## src/rtl/trace_recorder_pkg.sv

```systemverilog
// trace_recorder_pkg: shared types and constants for the trace recorder.
//   state_t   - capture FSM states (3-bit encoding)
//   DEF_*     - default parameter values
//   entry_w() - width of one ring-buffer entry; includes the CNT_W-bit cycle
//               stamp only when TRACE_TIMESTAMP_EN is defined
package trace_recorder_pkg;

   typedef enum logic [2:0] {
      IDLE = 3'd0,
      FILL = 3'd1,
      WAIT = 3'd2,
      POST = 3'd3,
      DUMP = 3'd4
   } state_t;

   localparam int DEF_WIDTH = 8;
   localparam int DEF_DEPTH = 16;
   localparam int DEF_PRE   = 4;
   localparam int DEF_CNT_W = 32;

`ifdef TRACE_TIMESTAMP_EN
   localparam bit STAMP_EN = 1'b1;
`else
   localparam bit STAMP_EN = 1'b0;
`endif

   function automatic int entry_w(input int width, input int cnt_w);
      return STAMP_EN ? width + cnt_w : width;
   endfunction

endpackage

```

## src/rtl/trace_recorder_if.sv

```systemverilog
// trace_recorder_if: probe/trigger inputs and readout stream of the recorder.
//   arm, probe, trig          - capture control and sampled vector
//   done                      - high while the window is being drained
//   rd_valid/rd_ready/rd_data - readout stream, rd_last marks the final beat
//   cycle                     - free-running cycle count
// Modports: master = harness side, slave = recorder side.
interface trace_recorder_if
   import trace_recorder_pkg::*;
#(
   parameter int WIDTH = DEF_WIDTH,
   parameter int CNT_W = DEF_CNT_W
);
   localparam int EW = entry_w(WIDTH, CNT_W);

   logic             arm;
   logic [WIDTH-1:0] probe;
   logic             trig;
   logic             done;
   logic             rd_valid;
   logic             rd_ready;
   logic [EW-1:0]    rd_data;
   logic             rd_last;
   logic [CNT_W-1:0] cycle;

   modport master (
      output arm, probe, trig, rd_ready,
      input  done, rd_valid, rd_data, rd_last, cycle
   );

   modport slave (
      input  arm, probe, trig, rd_ready,
      output done, rd_valid, rd_data, rd_last, cycle
   );

endinterface

```

## src/rtl/trace_ring_buf.sv

```systemverilog
// trace_ring_buf: DEPTH-entry ring buffer with its own write/read pointers.
//   clock, reset - clock and async active-high reset (pointers only)
//   wr_clr       - restart the write pointer at 0
//   wr_en/wr_data- store an entry at wr_ptr and advance it (mod DEPTH)
//   rd_load      - set rd_ptr to (rd_base - PRE) mod DEPTH
//   rd_inc       - advance rd_ptr (mod DEPTH)
//   wr_ptr       - current write pointer
//   rd_data      - combinational read of the entry at rd_ptr
module trace_ring_buf #(
   parameter int DEPTH = 16,
   parameter int EW    = 8,
   parameter int PRE   = 4
) (
   input  logic                     clock,
   input  logic                     reset,
   input  logic                     wr_clr,
   input  logic                     wr_en,
   input  logic [EW-1:0]            wr_data,
   input  logic                     rd_load,
   input  logic [$clog2(DEPTH)-1:0] rd_base,
   input  logic                     rd_inc,
   output logic [$clog2(DEPTH)-1:0] wr_ptr,
   output logic [EW-1:0]            rd_data
);
   localparam int PW = $clog2(DEPTH);

   // DEPTH is a power of two, so PW-bit pointer arithmetic wraps mod DEPTH.
   logic [EW-1:0] mem [DEPTH];
   logic [PW-1:0] rd_ptr;

   always_ff @(posedge clock or posedge reset) begin
      if (reset) begin
         wr_ptr <= '0;
         rd_ptr <= '0;
      end else begin
         if (wr_clr)
            wr_ptr <= '0;
         else if (wr_en)
            wr_ptr <= wr_ptr + PW'(1);

         if (rd_load)
            rd_ptr <= rd_base - PW'(PRE);
         else if (rd_inc)
            rd_ptr <= rd_ptr + PW'(1);
      end
   end

   // Storage is intentionally not reset.
   always_ff @(posedge clock) begin
      if (wr_en)
         mem[wr_ptr] <= wr_data;
   end

   assign rd_data = mem[rd_ptr];

endmodule

```

## src/rtl/trace_recorder.sv

```systemverilog
// trace_recorder: captures a DEPTH-sample window of a probe vector around a
// trigger (PRE samples before it) and drains it over a valid/ready stream.
//   clock, reset - clock and async active-high reset
//   bus (slave)  - arm/probe/trig inputs, done + rd_* readout, cycle count
// Build option: TRACE_TIMESTAMP_EN adds the cycle count at write time to each
// entry; rd_data then carries {stamp, probe}.
//
// state | meaning
// IDLE  | waiting for arm
// FILL  | collecting the PRE pre-trigger samples
// WAIT  | ring running freely, waiting for trig
// POST  | collecting the DEPTH-PRE-1 post-trigger samples
// DUMP  | draining the window, oldest sample first
module trace_recorder
   import trace_recorder_pkg::*;
#(
   parameter int WIDTH = DEF_WIDTH,
   parameter int DEPTH = DEF_DEPTH,
   parameter int PRE   = DEF_PRE,
   parameter int CNT_W = DEF_CNT_W
) (
   input logic           clock,
   input logic           reset,
   trace_recorder_if.slave bus
);
   localparam int            PW        = $clog2(DEPTH);
   localparam int            EW        = entry_w(WIDTH, CNT_W);
   localparam int            POST_N    = DEPTH - PRE - 1;
   localparam logic [PW-1:0] LAST_BEAT = PW'(DEPTH - 1);

   state_t           state;
   logic [PW-1:0]    fill_cnt;
   logic [PW-1:0]    post_cnt;
   logic [PW-1:0]    beat;
   logic [PW-1:0]    trig_ptr;
   logic [PW-1:0]    wr_ptr;
   logic [PW-1:0]    rd_base;
   logic [CNT_W-1:0] cycle_q;
   logic             dump_q;
   logic             wr_en, wr_clr, rd_load, rd_inc;
   logic [EW-1:0]    wr_data, rd_entry;

   assign wr_clr  = (state == IDLE) && bus.arm;
   assign wr_en   = (state == FILL) || (state == WAIT) || (state == POST);
   // Enter DUMP either straight from the trigger (no post samples) or on
   // the last post write; trig_ptr is not registered yet in the first case.
   assign rd_load = ((state == WAIT) && bus.trig && (POST_N == 0)) ||
                    ((state == POST) && (post_cnt == PW'(1)));
   assign rd_base = (state == WAIT) ? wr_ptr : trig_ptr;
   assign rd_inc  = (state == DUMP) && dump_q && bus.rd_ready;

`ifdef TRACE_TIMESTAMP_EN
   assign wr_data = {cycle_q, bus.probe};
`else
   assign wr_data = bus.probe;
`endif

   trace_ring_buf #(
      .DEPTH (DEPTH),
      .EW    (EW),
      .PRE   (PRE)
   ) u_ring (
      .clock   (clock),
      .reset   (reset),
      .wr_clr  (wr_clr),
      .wr_en   (wr_en),
      .wr_data (wr_data),
      .rd_load (rd_load),
      .rd_base (rd_base),
      .rd_inc  (rd_inc),
      .wr_ptr  (wr_ptr),
      .rd_data (rd_entry)
   );

   always_ff @(posedge clock or posedge reset) begin
      if (reset) begin
         state    <= IDLE;
         fill_cnt <= '0;
         post_cnt <= '0;
         beat     <= '0;
         trig_ptr <= '0;
         dump_q   <= 1'b0;
         cycle_q  <= '0;
      end else begin
         cycle_q <= cycle_q + CNT_W'(1);
         unique case (state)
            IDLE: begin
               if (bus.arm) begin
                  fill_cnt <= PW'((PRE == 0) ? 0 : PRE - 1);
                  state    <= (PRE == 0) ? WAIT : FILL;
               end
            end
            FILL: begin
               if (fill_cnt == '0)
                  state <= WAIT;
               else
                  fill_cnt <= fill_cnt - PW'(1);
            end
            WAIT: begin
               if (bus.trig) begin
                  trig_ptr <= wr_ptr;
                  post_cnt <= PW'(POST_N);
                  if (POST_N == 0) begin
                     state  <= DUMP;
                     beat   <= '0;
                     dump_q <= 1'b1;
                  end else begin
                     state <= POST;
                  end
               end
            end
            POST: begin
               post_cnt <= post_cnt - PW'(1);
               if (post_cnt == PW'(1)) begin
                  state  <= DUMP;
                  beat   <= '0;
                  dump_q <= 1'b1;
               end
            end
            DUMP: begin
               if (dump_q && bus.rd_ready) begin
                  beat <= beat + PW'(1);
                  if (beat == LAST_BEAT) begin
                     state  <= IDLE;
                     dump_q <= 1'b0;
                  end
               end
            end
            default: state <= IDLE;
         endcase
      end
   end

   assign bus.done     = dump_q;
   assign bus.rd_valid = dump_q;
   assign bus.rd_data  = dump_q ? rd_entry : '0;
   assign bus.rd_last  = dump_q && (beat == LAST_BEAT);
   assign bus.cycle    = cycle_q;

endmodule
```

## src/flat_wrapper.sv

```systemverilog
// flat-port wrapper written by rule: the top's interface ports become plain ports
module trace_recorder_flat import trace_recorder_pkg::*;
#(
   parameter int WIDTH = DEF_WIDTH,
   parameter int DEPTH = DEF_DEPTH,
   parameter int PRE   = DEF_PRE,
   parameter int CNT_W = DEF_CNT_W
)
  (clock, reset, bus_arm, bus_probe, bus_trig, bus_rd_ready, bus_done, bus_rd_valid, bus_rd_data, bus_rd_last, bus_cycle);
  trace_recorder_if #(.WIDTH(WIDTH), .CNT_W(CNT_W)) bus_i ();
  input logic clock;
  input logic reset;
  input wire logic [$bits(bus_i.arm)-1:0] bus_arm;
  input wire logic [$bits(bus_i.probe)-1:0] bus_probe;
  input wire logic [$bits(bus_i.trig)-1:0] bus_trig;
  input wire logic [$bits(bus_i.rd_ready)-1:0] bus_rd_ready;
  output wire logic [$bits(bus_i.done)-1:0] bus_done;
  output wire logic [$bits(bus_i.rd_valid)-1:0] bus_rd_valid;
  output wire logic [$bits(bus_i.rd_data)-1:0] bus_rd_data;
  output wire logic [$bits(bus_i.rd_last)-1:0] bus_rd_last;
  output wire logic [$bits(bus_i.cycle)-1:0] bus_cycle;
  assign bus_i.arm = bus_arm;
  assign bus_i.probe = bus_probe;
  assign bus_i.trig = bus_trig;
  assign bus_i.rd_ready = bus_rd_ready;
  assign bus_done = bus_i.done;
  assign bus_rd_valid = bus_i.rd_valid;
  assign bus_rd_data = bus_i.rd_data;
  assign bus_rd_last = bus_i.rd_last;
  assign bus_cycle = bus_i.cycle;
  trace_recorder #(.WIDTH(WIDTH), .DEPTH(DEPTH), .PRE(PRE), .CNT_W(CNT_W)) u_core (.clock(clock), .reset(reset), .bus(bus_i));
endmodule
```

## config.mk

```make
export PLATFORM = sky130hd
export DESIGN_NAME = trace_recorder_flat
export DESIGN_NICKNAME = d
export VERILOG_FILES = /design/src/rtl/trace_recorder_pkg.sv /design/src/rtl/trace_recorder_if.sv /design/src/rtl/trace_ring_buf.sv /design/src/rtl/trace_recorder.sv /design/src/flat_wrapper.sv
export SDC_FILE = /design/constraint.sdc
export NUM_CORES = 1
export LEC_CHECK = 0
export BUFFER_PORTS_ARGS = -buffer_cell sky130_fd_sc_hd__buf_2
export CORE_MARGIN = 8
export CORE_UTILIZATION = 60
export CTS_CLUSTER_DIAMETER = 60
export DETAILED_ROUTE_END_ITERATION = 7
export GPL_TIMING_DRIVEN = 1
export PLACE_DENSITY = 0.83
export SLEW_MARGIN = 0
export SYNTH_ARGS = -nofsm -noshare
export SYNTH_HDL_FRONTEND = slang
export SYNTH_SLANG_ARGS = --single-unit
```

## constraint.sdc

```tcl
create_clock -name clock -period 2.55 [get_ports clock]
set_clock_uncertainty 0.1 [all_clocks]
set_input_delay 0 -clock clock [delete_from_list [all_inputs] [get_ports clock]]
set_output_delay 0 -clock clock [all_outputs]
set_load 0.02 [all_outputs]
```

==> results of run 1 <==
==> where the power goes <==
part / switching [uW] / leakage (uW) / internal [uW]
registers: 403 / 0.00192 / 3840
logic: 1340 / 0.00152 / 1070
clock network: 1150 / 0.000267 / 1360
==> worst max-delay path by stage <==
stage	start	end	depth (start not counted)	slack [ps]
after global routing	u_core.u_ring.rd_ptr[0]	bus_rd_data[6]	5	100
after floorplan	u_core.state[2]	u_core.u_ring.mem[4][0]	5	380
final	u_core.u_ring.rd_ptr[0]	bus_rd_data[6]	5	220
after CTS	u_core.u_ring.rd_ptr[0]	bus_rd_data[6]	5	190
after global placement	u_core.state[0]	u_core.u_ring.mem[1][5]	3	490
after detailed placement	u_core.state[0]	u_core.u_ring.mem[0][7]	3	430
==> through the flow <==
stage	setup slack, ps	cells	utilization, %	total power [uW]	hold slack [ps]
finish	222	768	70.1	9150	98.8
detailed placement	434	723	64.7	6660	10.2
floorplan	376	500	-	5890	-1.13
global route	95.3	768	70.1	9530	129
CTS	191	768	70.1	9180	103
global placement	489	723	64.7	6500	-6.03
==> worst max-delay path, stage by stage (launching register included) <==
cell and delay, ps:
dfrtp_2 350, buf_4 360, mux4_2 590, mux2i_1 190, o22ai_1 130, buf_2 180
==> cell type report <==
class                   count  area (um2)  area share, %
inverters                  17        63.8          0.696
clock inverters            15         140           1.53
multi-input cells         270        2440           26.6
well taps                 176         220           2.40
repair buffers             85         533           5.81
clock buffers              17         425           4.64
flip-flops and latches    188        5350           58.3
==> Yosys cell counts, drive strengths merged, types with 8 or more instances <==
cell type | n | area [um2]
edfxtp | 128 | 3840
dfrtp | 60 | 1500
mux4 | 32 | 721
nand3 | 28 | 158
xor2 | 26 | 228
nor2 | 22 | 82.6
mux2i | 20 | 200
nand2 | 18 | 67.6
inv | 17 | 63.8
nor3 | 16 | 110
xnor2 | 16 | 140
and3 | 13 | 83.8
clkbuf | 13 | 50.0
and2 | 12 | 75.1
buf | 12 | 67.6
ha | 11 | 138
o22ai | 8 | 50.1
==> kinds of logic after synthesis <==
logic type               count (synthesis)
AO/OA/AOI/OAI                           30
XOR/XNOR                                42
adder cells (fa/ha/maj)                 11
buffers and inverters                   42
flip-flops                             188
multiplexers                            56
AND/OR/NAND/NOR                        131
==> registers in the layout, summed over array words and instances (netlist names) <==
name	flops
u_core.bus.done	1
u_core.u_ring.mem	128
u_core.u_ring.rd_ptr	4
u_core.bus.cycle	32
u_core.fill_cnt	4
u_core.state	3
u_core.trig_ptr	4
u_core.beat	4
u_core.post_cnt	4
u_core.u_ring.wr_ptr	4
==> per-layer routing <==
| layer | vias up | routed length [um] | part of all wire (%) | global-route usage, % |
|---|---|---|---|---|
| met3 | 21 | 1200 | 7.3 | 5.98 |
| met2 | 177 | 8290 | 50 | 32.1 |
| met1 | 2327 | 6790 | 41 | 24.9 |
| li1 | 2044 | - | - | - |
| met4 | 0 | 250 | 1.5 | 7.30 |
| met5 | - | 0 | 0 | 0 |
==> flow_summary.toml, run 1 <==
[cts]
clockBufferDepth = 2
cts_max_level = 4
clk_latency_ps = 420
cts_num_sinks = 188
cts_resized = 0
cts.clk_slew.worst_paths_ps = 60
cts-root-buf = "clkbuf_16"
cts_buffers = 17
cts_setup_buffers = 0
cts_tree = "yes"
hold_buffers = 13

[die]
start_util_pct = 60.9
dieArea_um2 = 17200
ios = 56
row_count = 42
die_h_um = 131
die_x_um = 131
fp.coreArea_um2 = 13100

[logic_synthesis]
syn_nets = 524
synthAdderAreaFrac_pct = 1.73
syn_inst = 500
synth_edf_count = 128
postSynth.asyncResetShare_pct = 31.9
synth_compound_area_share_pct = 2.39
synth-main-ff-cell = "edfxtp_1"
synth_seq_cells = 188
yosys.area_share.simple_pct = 9.74
synthMuxAreaShare_pct = 12.1
synthXorXnorAreaFrac_pct = 4.62
synthDistinctLibCells = 50
avgSynthCellArea_um2 = 15.9
synth_seq_area_share_pct = 67.1
yosys_warnings = 0
synth_area_um2 = 7960
synth_top_family_by_area = "multiplexers"

[sta]
slew_headroom_pct = 38.6
period_minus_slack_ps = 2330
slew_viol_final = 0
min_period_over_period_pct = 91.3
setup_tns_ps = 0
final-setup-viol-count = 0
max_slew.worst_pin.slew_ps = 922
fmax_mhz = 430
hold_viol_final = 0
rsz0062_at_grt = "false"

[place]
dpl_cell_area_um2 = 8470
finalWeightedCongestion = 0.837
port_buffers = 55
place_hpwl_mm = 11.0

[final_layout]
final_nets = 603
area_delta_synth_final_pct = 15.1
diodes = 0
drive_gt1_share_pct = 26.7
final_cell_area_um2 = 9170
mostFrequentLayoutCell = "edfxtp_1"
fill_cells = 825
final_cell_mix = "edfxtp_1 (128), dfrtp_1 (59), buf_2 (55)"

[setup_path]
crit_fanout = 20
reg2regPathDepth = 3
crit_path_start_kind = "register"
critical_path_required_ps = 2450
crit_type = "register to output pin"
r2r-end = "u_core.u_ring.mem[1][5]"
reg2reg_from = "u_core.state[0]"
r2r_setup_slack_ps = 370
critical_path.endpoint_type = "output pin"
crit_arrival_ps = 2230

[detailed_routing]
vias_per_cell = 5.95
ant_nets = 0
drt_wl_total_mm = 16.5
drt-pass1-iter-count = 5
wl_per_cell_um = 21.5
drtIter0Drc = 404
num_vias = 4569
route.detailed.drc = 0

[grt]
track_usage_pct = 19.9
overflow = 0
first_global_vias = 4752
grt_first_pass_wirelength_mm = 26.2
grt_start_max_net_pins = 36
antenna_found_initial = 0

[outcome]
status = "finished clean"

[power_and_ir_drop]
vdd_drop_max_uv = 506
powerDensity_nw_per_um2 = 998
power_leakage_uw = 0.00371

[flow_run]
drv_cap = 0

[worst_hold_path]
hold_class = "input pin to asynchronous set/reset pin"
Note: power is estimated with default switching activity, not from simulation.
==> run 2: changes to the inputs <==
Settings changed: CORE_UTILIZATION 60 to 30, PLACE_DENSITY 0.83 to 0.49.
==> flow_summary.toml, run 2 (same netlist as run 1, synthesis figures left out) <==
[detailed_routing]
ant_nets = 0
route.met2.wl_mm = 8.07
route.detailed.drc = 0
drt-pass1-iter-count = 4
vias_per_cell = 4.80
drtIter0Drc = 286
wl_per_cell_um = 18.1
highest_layer = "met4"
wl_met3_um = 801
num_vias = 4468
drt-met1-wl_mm = 7.88
drt_wl_total_mm = 16.8

[setup_path]
crit_type = "register to output pin"
slowest_stage = "dfrtp_2"
critical_path.endpoint_type = "output pin"
crit_arrival_ps = 2290
path_cells = "buf_12 -> mux4_2 -> mux2i_1 -> o22ai_1 -> buf_2"
critical_path_required_ps = 2450
crit_fanout = 14
slowest_delay_ps = 580
crit_path_start_kind = "register"

[final_layout]
final_cell_mix = "edfxtp_1 (128), dfrtp_1 (59), buf_2 (55)"
largest_reg_flops = 128
final_cell_area_um2 = 9460
mostFrequentLayoutCell = "edfxtp_1"
fill_cells = 2441
final_cell_count_no_fill = 930
drive_gt1_share_pct = 26.9
largest-register = "u_core.u_ring.mem"
regArea_um2 = 5350
multi_input_area_um2 = 2440
final_nets = 606
area_delta_synth_final_pct = 18.8
diodes = 0

[place]
finalWeightedCongestion = 0.709
dp_cells = 884
dpl_cell_area_um2 = 8710
place_hpwl_mm = 11.4
port_buffers = 55

[cts]
cts_max_level = 4
cts_tree = "yes"
cts.clk_slew.worst_paths_ps = 70
cts_num_sinks = 188
cts_buffers = 17
clk_latency_ps = 420
clockBufferDepth = 2
cts_resized = 0
cts-root-buf = "clkbuf_16"

[sta]
max_slew.worst_pin.slew_ps = 932
min_period_over_period_pct = 93.9
slew_headroom_pct = 37.8
final-setup-viol-count = 0
rsz0062_at_grt = "false"
hold_viol_final = 0
period_minus_slack_ps = 2390
setup_tns_ps = 0
slew_viol_final = 0
fmax_mhz = 418

[die]
die_x_um = 179
die_h_um = 179
ios = 56
row_count = 59
start_util_pct = 30.6
fp.coreArea_um2 = 26100
dieArea_um2 = 32000

[grt]
grt_start_max_net_pins = 45
antenna_found_initial = 0
grt_first_pass_wirelength_mm = 26.7
track_usage_pct = 10.9
overflow = 0
first_global_vias = 4749

[outcome]
status = "finished clean"

[power_and_ir_drop]
powerDensity_nw_per_um2 = 979
power_leakage_uw = 0.00377
vdd_drop_max_uv = 498

[worst_hold_path]
hold_class = "input pin to asynchronous set/reset pin"

[flow_run]
drv_cap = 0
[run 2: worst max-delay path: cells and delay by family, from the launching register on]
family / cells / cell delay [ps]
buffers and inverters: 2 / 420
AOI/OAI and AO/OA: 1 / 150
muxes: 2 / 710
DFF: 1 / 580
[run 2: path summary, 6_finish.rpt]
check,start,end,slack [ps],depth (start not counted)
worst max-delay path,u_core.u_ring.rd_ptr[0],bus_rd_data[0],160,5
worst min-delay path,reset,u_core.bus.cycle[1],230,3
worst max register to register,u_core.state[0],u_core.u_ring.mem[0][4],350,3
worst min register to register,u_core.bus.cycle[31],u_core.bus.cycle[31],370,1
max in group asynchronous,reset,u_core.bus.cycle[17],1400,4
min in group clock,bus_rd_ready,u_core.state[2],360,5
[run 2: area by class of cell]
type | instances | area share [%]
Timing Repair Buffer | 88 | 6.32
Clock buffer | 18 | 4.54
Sequential cell | 188 | 56.5
Multi-Input combinational cell | 270 | 25.8
Tap cell | 335 | 4.43
Inverter | 17 | 0.675
Clock inverter | 14 | 1.76
[run 2: per-stage QoR]
step                util, %  setup slack, ps  hold WS (ps)  power [uW]
floorplan                 -              376         -1.13        5890
global placement       33.4              432           164        6670
detailed placement     33.4              356           174        6730
CTS                    36.2             47.5           248        9350
global route           36.3             24.9           305        9780
finish                 36.3              157           231        9260
[run 2: power by group]
part / switching, uW / internal (uW)
Clock: 1270 / 1320
Sequential: 372 / 3830
Combinational: 1350 / 1110
Total: 3000 / 6270
[run 2: timing repair]
action | CTS | global route
endpoints found under the setup margin | 0 | 2
buffers inserted | 0 | 0
endpoints found under the hold margin | 173 | 0
hold buffers | 13 | 0
[run 2: per-layer routing]
layer | GRT usage (%) | vias up
met1 | 14.3 | 2306
met3 | 2.65 | 4
li1 | - | 2060
met5 | 0 | -
met2 | 17.8 | 98
met4 | 2.65 | 0
